**src/rtl/i2c_reg_target.sv**
```systemverilog
// i2c_reg_target: I2C target with a byte-wide register file, pointer
// auto-increment, burst read/write, repeated START and glitch-filtered pads.
// Register 0 is read-only and returns parallel_in when read.
module i2c_reg_target #(
   parameter int         REG_COUNT     = 20,
   parameter int         ADDR_SEL_BITS = 2,
   parameter logic [6:0] BASE_ADDR     = 7'h48,
   parameter int         FILTER_LEN    = 3,
   localparam int        PTR_W         = (REG_COUNT > 1) ? $clog2(REG_COUNT) : 1,
   localparam int        SEL_W         = (ADDR_SEL_BITS > 0) ? ADDR_SEL_BITS : 1
) (
   input  logic                   clock,
   input  logic                   reset,
   input  logic                   scl_in,
   input  logic                   sda_in,
   output logic                   sda_oe,
   input  logic [SEL_W-1:0]       addr_sel,
   input  logic [7:0]             parallel_in,
   output logic [8*REG_COUNT-1:0] registers_packed,
   output logic                   wr_strobe,
   output logic [PTR_W-1:0]       wr_index,
   output logic                   busy
);

   localparam int         CNT_W    = (FILTER_LEN > 1) ? $clog2(FILTER_LEN) : 1;
   localparam logic [6:0] SEL_MASK = 7'((1 << ADDR_SEL_BITS) - 1);

   typedef enum logic [3:0] {
      IDLE, ADDR, ADDR_ACK, PTR, PTR_ACK, WDATA, WDATA_ACK, RDATA, RDATA_ACK
   } state_t;

   // bit 0 carries SCL, bit 1 carries SDA through the conditioning path
   logic [1:0] syncA_q, syncB_q, filt_q, filt_d, filtPrev_q;

   state_t         state_q, state_d;
   logic [3:0]     bitCnt_q, bitCnt_d;
   logic [6:0]     rxShift_q, rxShift_d;
   logic [6:0]     txShift_q, txShift_d;
   logic [PTR_W-1:0] ptr_q, ptr_d, ptrNext;
   logic           sdaOe_q, sdaOe_d;
   logic           busy_q, busy_d;
   logic           rw_q, rw_d;
   logic           wrStrobe_q, wrStrobe_d;
   logic [PTR_W-1:0] wrIndex_q, wrIndex_d;
   logic           regWe;
   logic [7:0]     rxByte, loadByte;
   logic [6:0]     targetAddr;
   logic [7:0]     regs_q [REG_COUNT];

   logic sclF, sdaF, sclRise, sclFall, startCond, stopCond;

   // Two-flop synchronisers plus the filtered value and its one-clock history for edge detection.
   // Reset to the idle-bus level so leaving reset never fakes an edge.
   always_ff @(posedge clock or negedge reset) begin
      if (!reset) begin
         syncA_q    <= 2'b11;
         syncB_q    <= 2'b11;
         filt_q     <= 2'b11;
         filtPrev_q <= 2'b11;
      end else begin
         syncA_q    <= {sda_in, scl_in};
         syncB_q    <= syncA_q;
         filt_q     <= filt_d;
         filtPrev_q <= filt_q;
      end
   end

   for (genvar g = 0; g < 2; g++) begin : gFilt
      logic [CNT_W-1:0] cnt_q;

      // Count consecutive samples that disagree with the filtered value; any agreeing sample restarts the count.
      always_ff @(posedge clock or negedge reset) begin
         if (!reset) begin
            cnt_q <= '0;
         end else if (syncB_q[g] == filt_q[g] || cnt_q == CNT_W'(FILTER_LEN - 1)) begin
            cnt_q <= '0;
         end else begin
            cnt_q <= cnt_q + 1'b1;
         end
      end

      assign filt_d[g] = (syncB_q[g] != filt_q[g] && cnt_q == CNT_W'(FILTER_LEN - 1))
                         ? syncB_q[g] : filt_q[g];
   end

   assign sclF      = filt_q[0];
   assign sdaF      = filt_q[1];
   assign sclRise   = filt_q[0] & ~filtPrev_q[0];
   assign sclFall   = ~filt_q[0] & filtPrev_q[0];
   assign startCond = filtPrev_q[1] & ~sdaF & sclF & filtPrev_q[0];
   assign stopCond  = ~filtPrev_q[1] & sdaF & sclF & filtPrev_q[0];

   assign targetAddr = (BASE_ADDR & ~SEL_MASK) | (7'(addr_sel) & SEL_MASK);

   // State register and all per-transaction bookkeeping.
   always_ff @(posedge clock or negedge reset) begin
      if (!reset) begin
         state_q    <= IDLE;
         bitCnt_q   <= '0;
         rxShift_q  <= '0;
         txShift_q  <= '0;
         ptr_q      <= '0;
         sdaOe_q    <= 1'b0;
         busy_q     <= 1'b0;
         rw_q       <= 1'b0;
         wrStrobe_q <= 1'b0;
         wrIndex_q  <= '0;
      end else begin
         state_q    <= state_d;
         bitCnt_q   <= bitCnt_d;
         rxShift_q  <= rxShift_d;
         txShift_q  <= txShift_d;
         ptr_q      <= ptr_d;
         sdaOe_q    <= sdaOe_d;
         busy_q     <= busy_d;
         rw_q       <= rw_d;
         wrStrobe_q <= wrStrobe_d;
         wrIndex_q  <= wrIndex_d;
      end
   end

   // Register file; register 0 is never written so it stays at its reset value.
   always_ff @(posedge clock or negedge reset) begin
      if (!reset) begin
         for (int i = 0; i < REG_COUNT; i++) regs_q[i] <= '0;
      end else if (regWe) begin
         regs_q[ptr_q] <= rxByte;
      end
   end

   // Next-state logic: STOP beats START beats per-state bit handling.
   // Byte-level decisions happen on the 8th SCL rise; ACK slots are bounded by
   // the falls either side of the 9th rise (bitCnt 8 then 9).
   always_comb begin
      state_d    = state_q;
      bitCnt_d   = bitCnt_q;
      rxShift_d  = rxShift_q;
      txShift_d  = txShift_q;
      ptr_d      = ptr_q;
      sdaOe_d    = sdaOe_q;
      busy_d     = busy_q;
      rw_d       = rw_q;
      wrStrobe_d = 1'b0;
      wrIndex_d  = wrIndex_q;
      regWe      = 1'b0;
      rxByte     = {rxShift_q, sdaF};
      loadByte   = (ptr_q == '0) ? parallel_in : regs_q[ptr_q];
      ptrNext    = (ptr_q == PTR_W'(REG_COUNT - 1)) ? '0 : ptr_q + 1'b1;

      if (stopCond) begin
         state_d  = IDLE;
         sdaOe_d  = 1'b0;
         busy_d   = 1'b0;
         bitCnt_d = '0;
      end else if (startCond) begin
         state_d  = ADDR;
         sdaOe_d  = 1'b0;
         bitCnt_d = '0;
      end else begin
         case (state_q)
            ADDR, PTR, WDATA: begin
               if (sclRise) begin
                  rxShift_d = rxByte[6:0];
                  bitCnt_d  = bitCnt_q + 4'd1;
                  if (bitCnt_q == 4'd7) begin
                     if (state_q == ADDR) begin
                        if (rxByte[7:1] == targetAddr) begin
                           state_d = ADDR_ACK;
                           busy_d  = 1'b1;
                           rw_d    = rxByte[0];
                        end else begin
                           state_d  = IDLE;
                           busy_d   = 1'b0;
                           bitCnt_d = '0;
                        end
                     end else if (state_q == PTR) begin
                        if (int'(rxByte) < REG_COUNT) begin
                           ptr_d   = rxByte[PTR_W-1:0];
                           state_d = PTR_ACK;
                        end else begin
                           state_d  = IDLE;
                           busy_d   = 1'b0;
                           bitCnt_d = '0;
                        end
                     end else begin
                        if (ptr_q != '0) begin
                           regWe      = 1'b1;
                           wrStrobe_d = 1'b1;
                           wrIndex_d  = ptr_q;
                        end
                        ptr_d   = ptrNext;
                        state_d = WDATA_ACK;
                     end
                  end
               end
            end
            ADDR_ACK, PTR_ACK, WDATA_ACK: begin
               if (sclFall) begin
                  if (bitCnt_q == 4'd8) begin
                     sdaOe_d  = 1'b1;
                     bitCnt_d = 4'd9;
                  end else begin
                     sdaOe_d  = 1'b0;
                     bitCnt_d = '0;
                     if (state_q == ADDR_ACK && rw_q) begin
                        state_d   = RDATA;
                        txShift_d = loadByte[6:0];
                        sdaOe_d   = ~loadByte[7];
                     end else if (state_q == ADDR_ACK) begin
                        state_d = PTR;
                     end else begin
                        state_d = WDATA;
                     end
                  end
               end
            end
            RDATA: begin
               if (sclRise) begin
                  bitCnt_d = bitCnt_q + 4'd1;
               end else if (sclFall && bitCnt_q != '0) begin
                  if (bitCnt_q == 4'd8) begin
                     sdaOe_d = 1'b0;
                     state_d = RDATA_ACK;
                  end else begin
                     sdaOe_d   = ~txShift_q[6];
                     txShift_d = {txShift_q[5:0], 1'b0};
                  end
               end
            end
            RDATA_ACK: begin
               if (sclRise && bitCnt_q == 4'd8) begin
                  ptr_d = ptrNext;
                  if (sdaF) begin
                     state_d  = IDLE;
                     busy_d   = 1'b0;
                     bitCnt_d = '0;
                  end else begin
                     bitCnt_d = 4'd9;
                  end
               end else if (sclFall && bitCnt_q == 4'd9) begin
                  txShift_d = loadByte[6:0];
                  sdaOe_d   = ~loadByte[7];
                  bitCnt_d  = '0;
                  state_d   = RDATA;
               end
            end
            default: begin
               state_d = IDLE;
            end
         endcase
      end
   end

   for (genvar i = 0; i < REG_COUNT; i++) begin : gPack
      assign registers_packed[8*i +: 8] = regs_q[i];
   end

   assign sda_oe    = sdaOe_q;
   assign busy      = busy_q;
   assign wr_strobe = wrStrobe_q;
   assign wr_index  = wrIndex_q;

endmodule

```
**config.mk**
```make
export PLATFORM = sky130hd
export DESIGN_NAME = i2c_reg_target
export DESIGN_NICKNAME = d
export VERILOG_FILES = /design/src/rtl/i2c_reg_target.sv
export SDC_FILE = /design/constraint.sdc
export NUM_CORES = 1
export LEC_CHECK = 0
export ABC_AREA = 1
export BUFFER_PORTS_ARGS = -buffer_cell sky130_fd_sc_hd__buf_2
export CAP_MARGIN = 25
export CORE_ASPECT_RATIO = 1.1
export CORE_MARGIN = 2
export CORE_UTILIZATION = 30
export CTS_CLUSTER_SIZE = 10
export DETAILED_ROUTE_END_ITERATION = 7
export PLACE_DENSITY = 0.46
export SYNTH_ARGS = -nofsm -noshare
export SYNTH_HDL_FRONTEND = slang
export SYNTH_SLANG_ARGS = --single-unit
```
**constraint.sdc**
```tcl
create_clock -name clock -period 3.07 [get_ports clock]
set_input_delay 0.307 -clock clock [delete_from_list [all_inputs] [get_ports clock]]
set_output_delay 0.307 -clock clock [all_outputs]
set_load 0.005 [all_outputs]
```
==> impl_metrics.tcl, run 1 <==
set metrics [dict create \
    status "completed" \
    synth_nets 1306 \
    synth_common_cells "388 x nand2_1, 201 x o21ai_0, 200 x dfrtp_1, 153 x nor2_1, 63 x o21ai_1" \
    ys_ff_latch 208 \
    wirelength_mm 35.7 \
    synth_top_area_cell "dfrtp_1" \
    area_growth_pct 21.0 \
    port_buffers 181 \
    synth-main-ff-cell "dfrtp_1" \
    cp_slowest_cell "nand2_1" \
    slew_violations 0 \
    grt-ovfl-total 0 \
    synthAdderAreaFrac 0.0113 \
    cts_setup_buffers 0 \
    synth_area_leaders "dfrtp_1 50%, nand2_1 15%, o21ai_0 10%" \
    irDropWorstVdd_uv 464 \
    synth_edf_count 0 \
    initial_core_util 0.307 \
    antenna_found_initial 0 \
    syn_inst 1283 \
    grt_pass1_wl_mm 54.2 \
    dr.pass1.iters 5 \
    period_share 0.816 \
    drt-initial-drc-count 637 \
    start_kind "register" \
    synth_warnings 0 \
    async_reset_ff_frac 1.00 \
    tightest_slew_ns 0.918 \
    drive_gt1_frac 0.187 \
    nets 1459 \
    clock_skew_ns 0.0215 \
    total_leakage_power_uw 0.00609 \
    hold_ws_ns 0.169 \
    max-cap-violations 0 \
    place.gp.congestion 0.886 \
    vias_per_cell 4.83 \
    worstSkewPairLatency_ns 0.54 \
    critPathMaxStageDelay_ns 0.44 \
    end_kind "register" \
    muxShareOfSynthArea 0 \
    synth-xor-area-share 0.00528 \
    cp.arrival_ns 2.89 \
    grt_max_degree 83 \
    numCtsBuffers 26 \
    slew-limit-headroom 0.387 \
    worstPathRequired_ns 3.46 \
    crit_buf_inv 0 \
    io_pins 182 \
    cp_cell_sequence "ha_1, nand3_1, nor2_1, nand3_2, nor2_2, nand2_1, nand2_1, o21ai_0" \
    max_freq_mhz 399 \
    fp.dieH_um 195 \
    vias 9080 \
    clock_tree.buffer_depth 3 \
    hold_viol_final 0 \
    fillers 3575 \
    rsz0062_at_grt "no" \
    tns_ns 0 \
    synth_top_area_share 0.503 \
    grt_usage 0.205 \
    synth.avg_cell_area_um2 7.76 \
    grt_pass1_vias 8749 \
    fp.dieW_um 178 \
    cts.sinks 208 \
    synth_compound_area_frac 0.145 \
    cts_tree "built" \
    crit_fanout 16 \
    crit_path_frequent_cell "nand2_1" \
    wire_per_inst_um 19.0 \
    crit_type "register to register" \
    synth.most_common_cell "nand2_1" \
    hpwl_mm 24.6 \
    cpLargestDelayFamily "simple AND/OR/NAND/NOR gates" \
    synth_top_family_by_area "simple AND/OR/NAND/NOR gates" \
    htree_num_levels 1 \
    period_needed_ns 2.50 \
    clockRootBuffer "clkbuf_16" \
    drc 0 \
    setup_viol 0 \
    synth_seq_area_share 0.524 \
    coreArea_um2 32500 \
    rows 69 \
    clk_pin_slew_worst_paths_ns 0.06 \
    yosysUniqueCellTypes 34 \
    hold_path.class "input pin to register" \
    power.density_nw_per_um2 707 \
    antenna_left 0 \
    die_area_um2 34700 \
    syn_area_um2 9950 \
    n_antenna_cell 0 \
    synth-simple-area-share 0.256 \
]
==> worst min-delay path: stages <==
cell and delay [ns]:
buf_2 0.10, o21ai_0 0.08, inv_1 0.06, nand3_1 0.07
nand2_1 0.05
==> report_power, final <==
part           leakage (µW)  switching (µW)  internal [µW]
Sequential          0.00285             136           2920
Clock              0.000379            1170           1670
Combinational       0.00285            1850            771
Total               0.00609            3160           5360
==> timing repair <==
item                       in CTS  in global routing
resized for setup               0                  0
setup endpoints to repair       0                  0
hold endpoints to repair       60                  0
hold buffers                    3                  0
==> through the flow <==
| stage | instance area [µm²] | power [µW] | cells | worst slack, ns | util |
|---|---|---|---|---|---|
| after floorplan | 9950 | 4810 | 1283 | 0.636 | - |
| after global placement | 11200 | 5750 | 1831 | 0.622 | 0.346 |
| after detailed placement | 11200 | 5750 | 1831 | 0.572 | 0.346 |
| after CTS | 12000 | 8630 | 1878 | 0.561 | 0.371 |
| after global routing | 12000 | 9070 | 1878 | 0.362 | 0.371 |
| final | 12000 | 8520 | 1878 | 0.565 | 0.371 |
==> cell families (layout without fill, tap and decap cells) <==
kind of cell               Yosys count  after routing
adders and majority gates            9              9
buffers and inverters              144            313
AOI/OAI and AO/OA                  285            285
DFF                                208            208
xor gates and xnor gates             6              6
and+or+nand+nor                    631            631
==> final timing paths <==
| kind | startpoint | slack, ns | cells past startpoint | to |
|---|---|---|---|---|
| worst max-delay path | bitCnt_q[0] | 0.57 | 8 | registers_packed[140] |
| worst min-delay path | parallel_in[0] | 0.17 | 5 | txShift_q[0] |
| worst max register to register | bitCnt_q[0] | 0.57 | 8 | registers_packed[140] |
| worst min register to register | syncA_q[0] | 0.35 | 0 | syncB_q[0] |
| max in group asynchronous | reset | 1.71 | 3 | registers_packed[75] |
| min in group asynchronous | reset | 0.32 | 2 | registers_packed[139] |
==> registers in the layout (all words and copies together) (netlist names) <==
name and flops:
bitCnt_q 4, syncB_q 2, filt_q 2, rxShift_q 7, gFilt.cnt_q 4, ptr_q 5, wr_index 5, wr_strobe 1
busy 1, rw_q 1, txShift_q 7, registers_packed 160, state_q 4, sda_oe 1, filtPrev_q 2, syncA_q 2
==> placed cells by master (no fill, tap or decap), drive strengths merged, types with 8 or more instances in the layout <==
master and instances:
inv 63, nand3 56, o22ai 8, dfstp 8, ha 9, nor3 11, dfrtp 200, clkbuf 42
a21oi 10, o21ai 264, buf 201, nor2 158, nand2 393
==> per-layer routing <==
layer	vias up	GRT usage	wire (µm)
li1	4449	-	-
met1	4352	0.276	15700
met2	238	0.348	17600
met3	41	0.0261	1720
met4	0	0.0510	767
met5	-	0	0
==> final cells by class <==
class / instances / area [µm²] / share of cell area
Sequential cell: 208 / 5220 / 0.433
Multi-Input combinational cell: 931 / 4170 / 0.346
Timing Repair Buffer: 205 / 1110 / 0.0926
Clock buffer: 41 / 758 / 0.0630
Tap cell: 426 / 533 / 0.0443
Inverter: 64 / 240 / 0.0199
Clock inverter: 3 / 15.0 / 0.00125
No activity file was read; power rests on OpenSTA's default activity.
==> run 2, diff against run 1 <==
clock period = 2.45 ns   (was 3.07 ns; I/O delays follow)
==> run 2 against run 1 <==
Compared with the run above:
- utilization up 0.39 points
- wire length down 0.52%
- sequential share of layout area down 0.45 points
- non-clock buffer count up 19
- total power up 24%
- maximum frequency up 9.3%
- global-route usage down 0.11 points
- critical path type unchanged
==> impl_metrics.tcl, run 2 (synthesis gave the netlist of run 1 again) <==
set metrics [dict create \
    r2r_end "registers_packed[41]" \
    antenna_left 0 \
    cp.arrival_ns 2.72 \
    period_share 0.935 \
    final_common_cell "nand2_1" \
    holdPathStages 5 \
    min_to "txShift_q[0]" \
    clk_pin_slew_worst_paths_ns 0.06 \
    end_kind "register" \
    stdcell_count 1892 \
    grt_usage 0.204 \
    crit_fanout 16 \
    clock_tree.buffer_depth 3 \
    clockRootBuffer "clkbuf_16" \
    r2r_start "bitCnt_q[1]" \
    mostFrequentLayoutCells "384 x nand2_1, 201 x o21ai_0, 199 x dfrtp_1" \
    max_freq_mhz 436 \
    rsz0062_at_grt "yes" \
    vias_per_cell 4.82 \
    status "completed" \
    tightest_slew_ns 0.588 \
    rr_worst_depth 7 \
    grt-ovfl-total 0 \
    total_leakage_power_uw 0.00615 \
    worstPathRequired_ns 2.88 \
    fp.dieH_um 195 \
    rows 69 \
    placed_cells 1850 \
    setup_viol 0 \
    coreArea_um2 32500 \
    cts.sinks 208 \
    r2r_slack_ns 0.16 \
    min_from "parallel_in[0]" \
    cts_setup_buffers 0 \
    wire_per_inst_um 18.8 \
    tns_ns 0 \
    nets 1477 \
    multiInputGateArea_um2 4180 \
    fp.dieW_um 178 \
    fillers 3511 \
    io_pins 182 \
    hold_ws_ns 0.120 \
    grt_pass1_vias 8837 \
    final-seq-area_um2 5220 \
    finish.utilization 0.375 \
    area_growth_pct 22.3 \
    slew_violations 0 \
    die_area_um2 34700 \
    irDropWorstVdd_uv 516 \
    vias 9111 \
    wirelength_mm 35.6 \
    port_buffers 181 \
    hold_path.class "input pin to register" \
    hold_viol_final 0 \
    numCtsBuffers 25 \
    initial_core_util 0.307 \
    largest_reg_flops 160 \
    dr.pass1.iters 5 \
    place.gp.congestion 0.893 \
    place_area_um2 11400 \
    antenna_found_initial 0 \
    period_needed_ns 2.29 \
    hpwl_mm 24.8 \
    htree_num_levels 1 \
    drc 0 \
    drive_gt1_frac 0.198 \
    design_area_um2 12200 \
    crit_type "register to register" \
    start_kind "register" \
    clock_skew_ns 0.00958 \
    drt-initial-drc-count 635 \
    max-cap-violations 0 \
    cts_tree "built" \
    worstSkewPairLatency_ns 0.52 \
    n_antenna_cell 0 \
    grt_pass1_wl_mm 54.1 \
    slew-limit-headroom 0.606 \
    power.density_nw_per_um2 869 \
    grt_max_degree 86 \
]
==> run 2: cell count changes in the layout (fill, tap and decap cells not counted), sizes merged <==
| cell | delta |
|---|---|
| buf | +19 |
| clkinv | -3 |
| clkbuf | -2 |
==> run 2: area by class of cell <==
cell class / instances / area share
Clock buffer: 39 / 0.0582
Inverter: 64 / 0.0197
Multi-Input combinational cell: 931 / 0.343
Sequential cell: 208 / 0.429
Tap cell: 426 / 0.0438
Timing Repair Buffer: 224 / 0.106
==> run 2: report_power, final <==
group | switching (µW) | total, µW | internal, µW
combinational | 2340 | 3390 | 1050
sequential | 160 | 3820 | 3660
clock | 1420 | 3370 | 1950
total | 3920 | 10600 | 6650
==> run 2: timing repair <==
action | CTS | global route
endpoints found under the setup margin | 0 | 21
hold buffers | 3 | 0
endpoints found under the hold margin | 54 | 0
resized for setup | 0 | 5
==> run 2: through the flow <==
step                setup WS [ns]  total power, µW
global placement            0.163             7290
floorplan                  0.0159             6020
finish                      0.158            10600
global route              -0.0705            11300
CTS                         0.131            10700
detailed placement          0.156             7290
==> run 2: layer usage <==
layer	wire, µm	part of all wire	vias to the layer above	track usage
li1	-	-	4478	-
met1	15800	0.45	4353	0.279
met2	17200	0.48	222	0.337
met3	1520	0.043	58	0.0257
met4	977	0.027	0	0.0604
met5	0	0	-	0
==> run 2: critical path, cell delays in order, from the launching register on <==
cell and delay, ns:
dfrtp_1 0.39, ha_1 0.20, nand3_1 0.17, nor2_1 0.16, nand3_2 0.21, nor2_2 0.38
nand2_1 0.41, o21ai_0 0.28
==> run 2: how the worst max path moves through the flow <==
stage                      startpoint               endpoint  slack (ns)  depth (start not counted)
after floorplan              ptr_q[0]  registers_packed[158]        0.02                         12
after global placement    bitCnt_q[0]               ptr_q[0]        0.16                         10
after detailed placement  bitCnt_q[1]  registers_packed[104]        0.16                          7
after CTS                 bitCnt_q[1]  registers_packed[104]        0.13                          7
after global routing      bitCnt_q[1]   registers_packed[74]       -0.07                          8
final                     bitCnt_q[1]   registers_packed[41]        0.16                          7
==> run 3, diff against run 2 <==
CORE_UTILIZATION = 45   (was 30)
PLACE_DENSITY = 0.65   (was 0.46)
==> run 3 against run 2 <==
Compared with the run above:
- sequential share of layout area grew 0.59 points
- clock skew shrank 0.0036 ns
- largest cell class unchanged
- global-route usage grew 6.3 points
- combinational power shrank 2%
- setup slack gained 0.012 ns
- non-clock buffer count is the same
- sequential power is essentially flat
- first-iteration DRC count grew 13%
- hold slack gained 0.012 ns
- clock-buffer cell count shrank 1
- clock power shrank 1%
==> impl_metrics.tcl, run 3 (synthesis gave the netlist of run 1 again) <==
set metrics [dict create \
    clk_pin_slew_worst_paths_ns 0.06 \
    htree_num_levels 1 \
    worstPathRequired_ns 2.80 \
    cts_setup_buffers 0 \
    met1_usage 0.369 \
    nets 1477 \
    holdPathStages 6 \
    die_area_um2 23300 \
    pre_cts_ws_ns 0.168 \
    antenna_found_initial 0 \
    busiest_layer "met2" \
    placed_cells 1719 \
    dr.pass1.iters 5 \
    final_common_cell "nand2_1" \
    fillers 2103 \
    total_leakage_power_uw 0.00615 \
    place_area_um2 11300 \
    slew_violations 0 \
    grt_max_degree 64 \
    vias_per_cell 5.25 \
    crit_type "register to register" \
    grt_pass1_vias 8733 \
    max_freq_mhz 439 \
    vias 9249 \
    clockRootBuffer "clkbuf_16" \
    clock_skew_ns 0.00598 \
    crit_fanout 16 \
    rsz0062_at_grt "yes" \
    rr_worst_depth 8 \
    clock_tree.buffer_depth 3 \
    grt_util_met3 0.0360 \
    cp.arrival_ns 2.63 \
    use_met2 0.441 \
    cts_tree "built" \
    power.density_nw_per_um2 872 \
    tightest_slew_ns 0.766 \
    period_share 0.930 \
    design_area_um2 12000 \
    grt_pass1_wl_mm 49.5 \
    mostFrequentLayoutCells "387 x nand2_1, 201 x o21ai_0, 199 x dfrtp_1" \
    numCtsBuffers 25 \
    period_needed_ns 2.28 \
    fp.dieH_um 160 \
    grt_usage 0.267 \
    wirelength_mm 31.5 \
    wire_per_inst_um 17.9 \
    initial_core_util 0.455 \
    irDropWorstVdd_uv 587 \
    largest_reg_flops 160 \
    hold_ws_ns 0.132 \
    worst_slack_ns 0.170 \
    hold_path.class "input pin to register" \
    hpwl_mm 22.0 \
    place.gp.congestion 0.872 \
    hold_viol_final 0 \
    drive_gt1_frac 0.195 \
    slew-limit-headroom 0.489 \
    worstSkewPairLatency_ns 0.51 \
    port_buffers 181 \
    drc 0 \
    coreArea_um2 21900 \
    drt-initial-drc-count 716 \
    n_antenna_cell 0 \
    rows 57 \
    io_pins 182 \
    cts.sinks 208 \
    grt-ovfl-total 0 \
    area_growth_pct 20.6 \
    stdcell_count 1761 \
    end_kind "register" \
    antenna_left 0 \
    fp.dieW_um 146 \
    max-cap-violations 0 \
    start_kind "register" \
    status "completed" \
    tns_ns 0 \
    setup_viol 0 \
]
[run 3: cell types whose count changed in the layout (fill, tap and decap cells not counted), sizes merged]
cell	previous run	this run
clkbuf	40	39
bufinv	0	1
[run 3: stage by stage]
step	util	total power [µW]
finish	0.548	10500
global route	0.548	11100
CTS	0.548	10500
detailed placement	0.514	7140
global placement	0.514	7120
floorplan	-	6020
[run 3: final cells by class]
| type | instances | area (µm²) | share of cell area |
|---|---|---|---|
| inverters | 64 | 240 | 0.0200 |
| well taps | 295 | 369 | 0.0307 |
| clock buffers | 38 | 684 | 0.0570 |
| multi-input cells | 931 | 4170 | 0.347 |
| clock inverters | 1 | 30.0 | 0.00250 |
| repair buffers | 224 | 1290 | 0.108 |
| flip-flops and latches | 208 | 5220 | 0.434 |
[run 3: critical path, cell delays in order (launching register included)]
cell and delay (ns):
dfrtp_1 0.35, clkinv_1 0.16, ha_1 0.25, nand2_2 0.18, nand3_2 0.22, nor2_2 0.36, nand2_1 0.37, nand2_1 0.13
o21ai_0 0.10
[run 3: power breakdown]
part,leakage (µW),internal [µW],switching [µW],total (µW)
logic,0.00295,1050,2250,3310
registers,0.00285,3660,175,3830
clock network,0.000344,2000,1330,3330
total,0.00615,6710,3760,10500
[run 3: path summary, 6_finish.rpt]
| kind | slack [ns] | startpoint | endpoint |
|---|---|---|---|
| max | 0.17 | ptr_q[1] | registers_packed[86] |
| min in group asynchronous | 0.24 | reset | wr_index[0] |
| max reg2reg | 0.17 | ptr_q[1] | registers_packed[86] |
| min | 0.13 | parallel_in[5] | txShift_q[5] |
| min reg2reg | 0.36 | syncA_q[0] | syncB_q[0] |
| max in group asynchronous | 1.46 | reset | syncB_q[1] |
[run 3: what timing repair did]
item,4_1_cts,5_1_grt
setup endpoints to repair,0,27
hold endpoints to repair,39,0
gates resized for setup,0,2
hold buffers,3,0
[run 3: per-layer routing]
metal / wire [µm] / vias to the layer above / share of wire
li1: - / 4486 / -
met1: 13600 / 4426 / 0.43
met2: 15300 / 281 / 0.49
met3: 1710 / 56 / 0.054
met4: 917 / 0 / 0.029
met5: 0 / - / 0
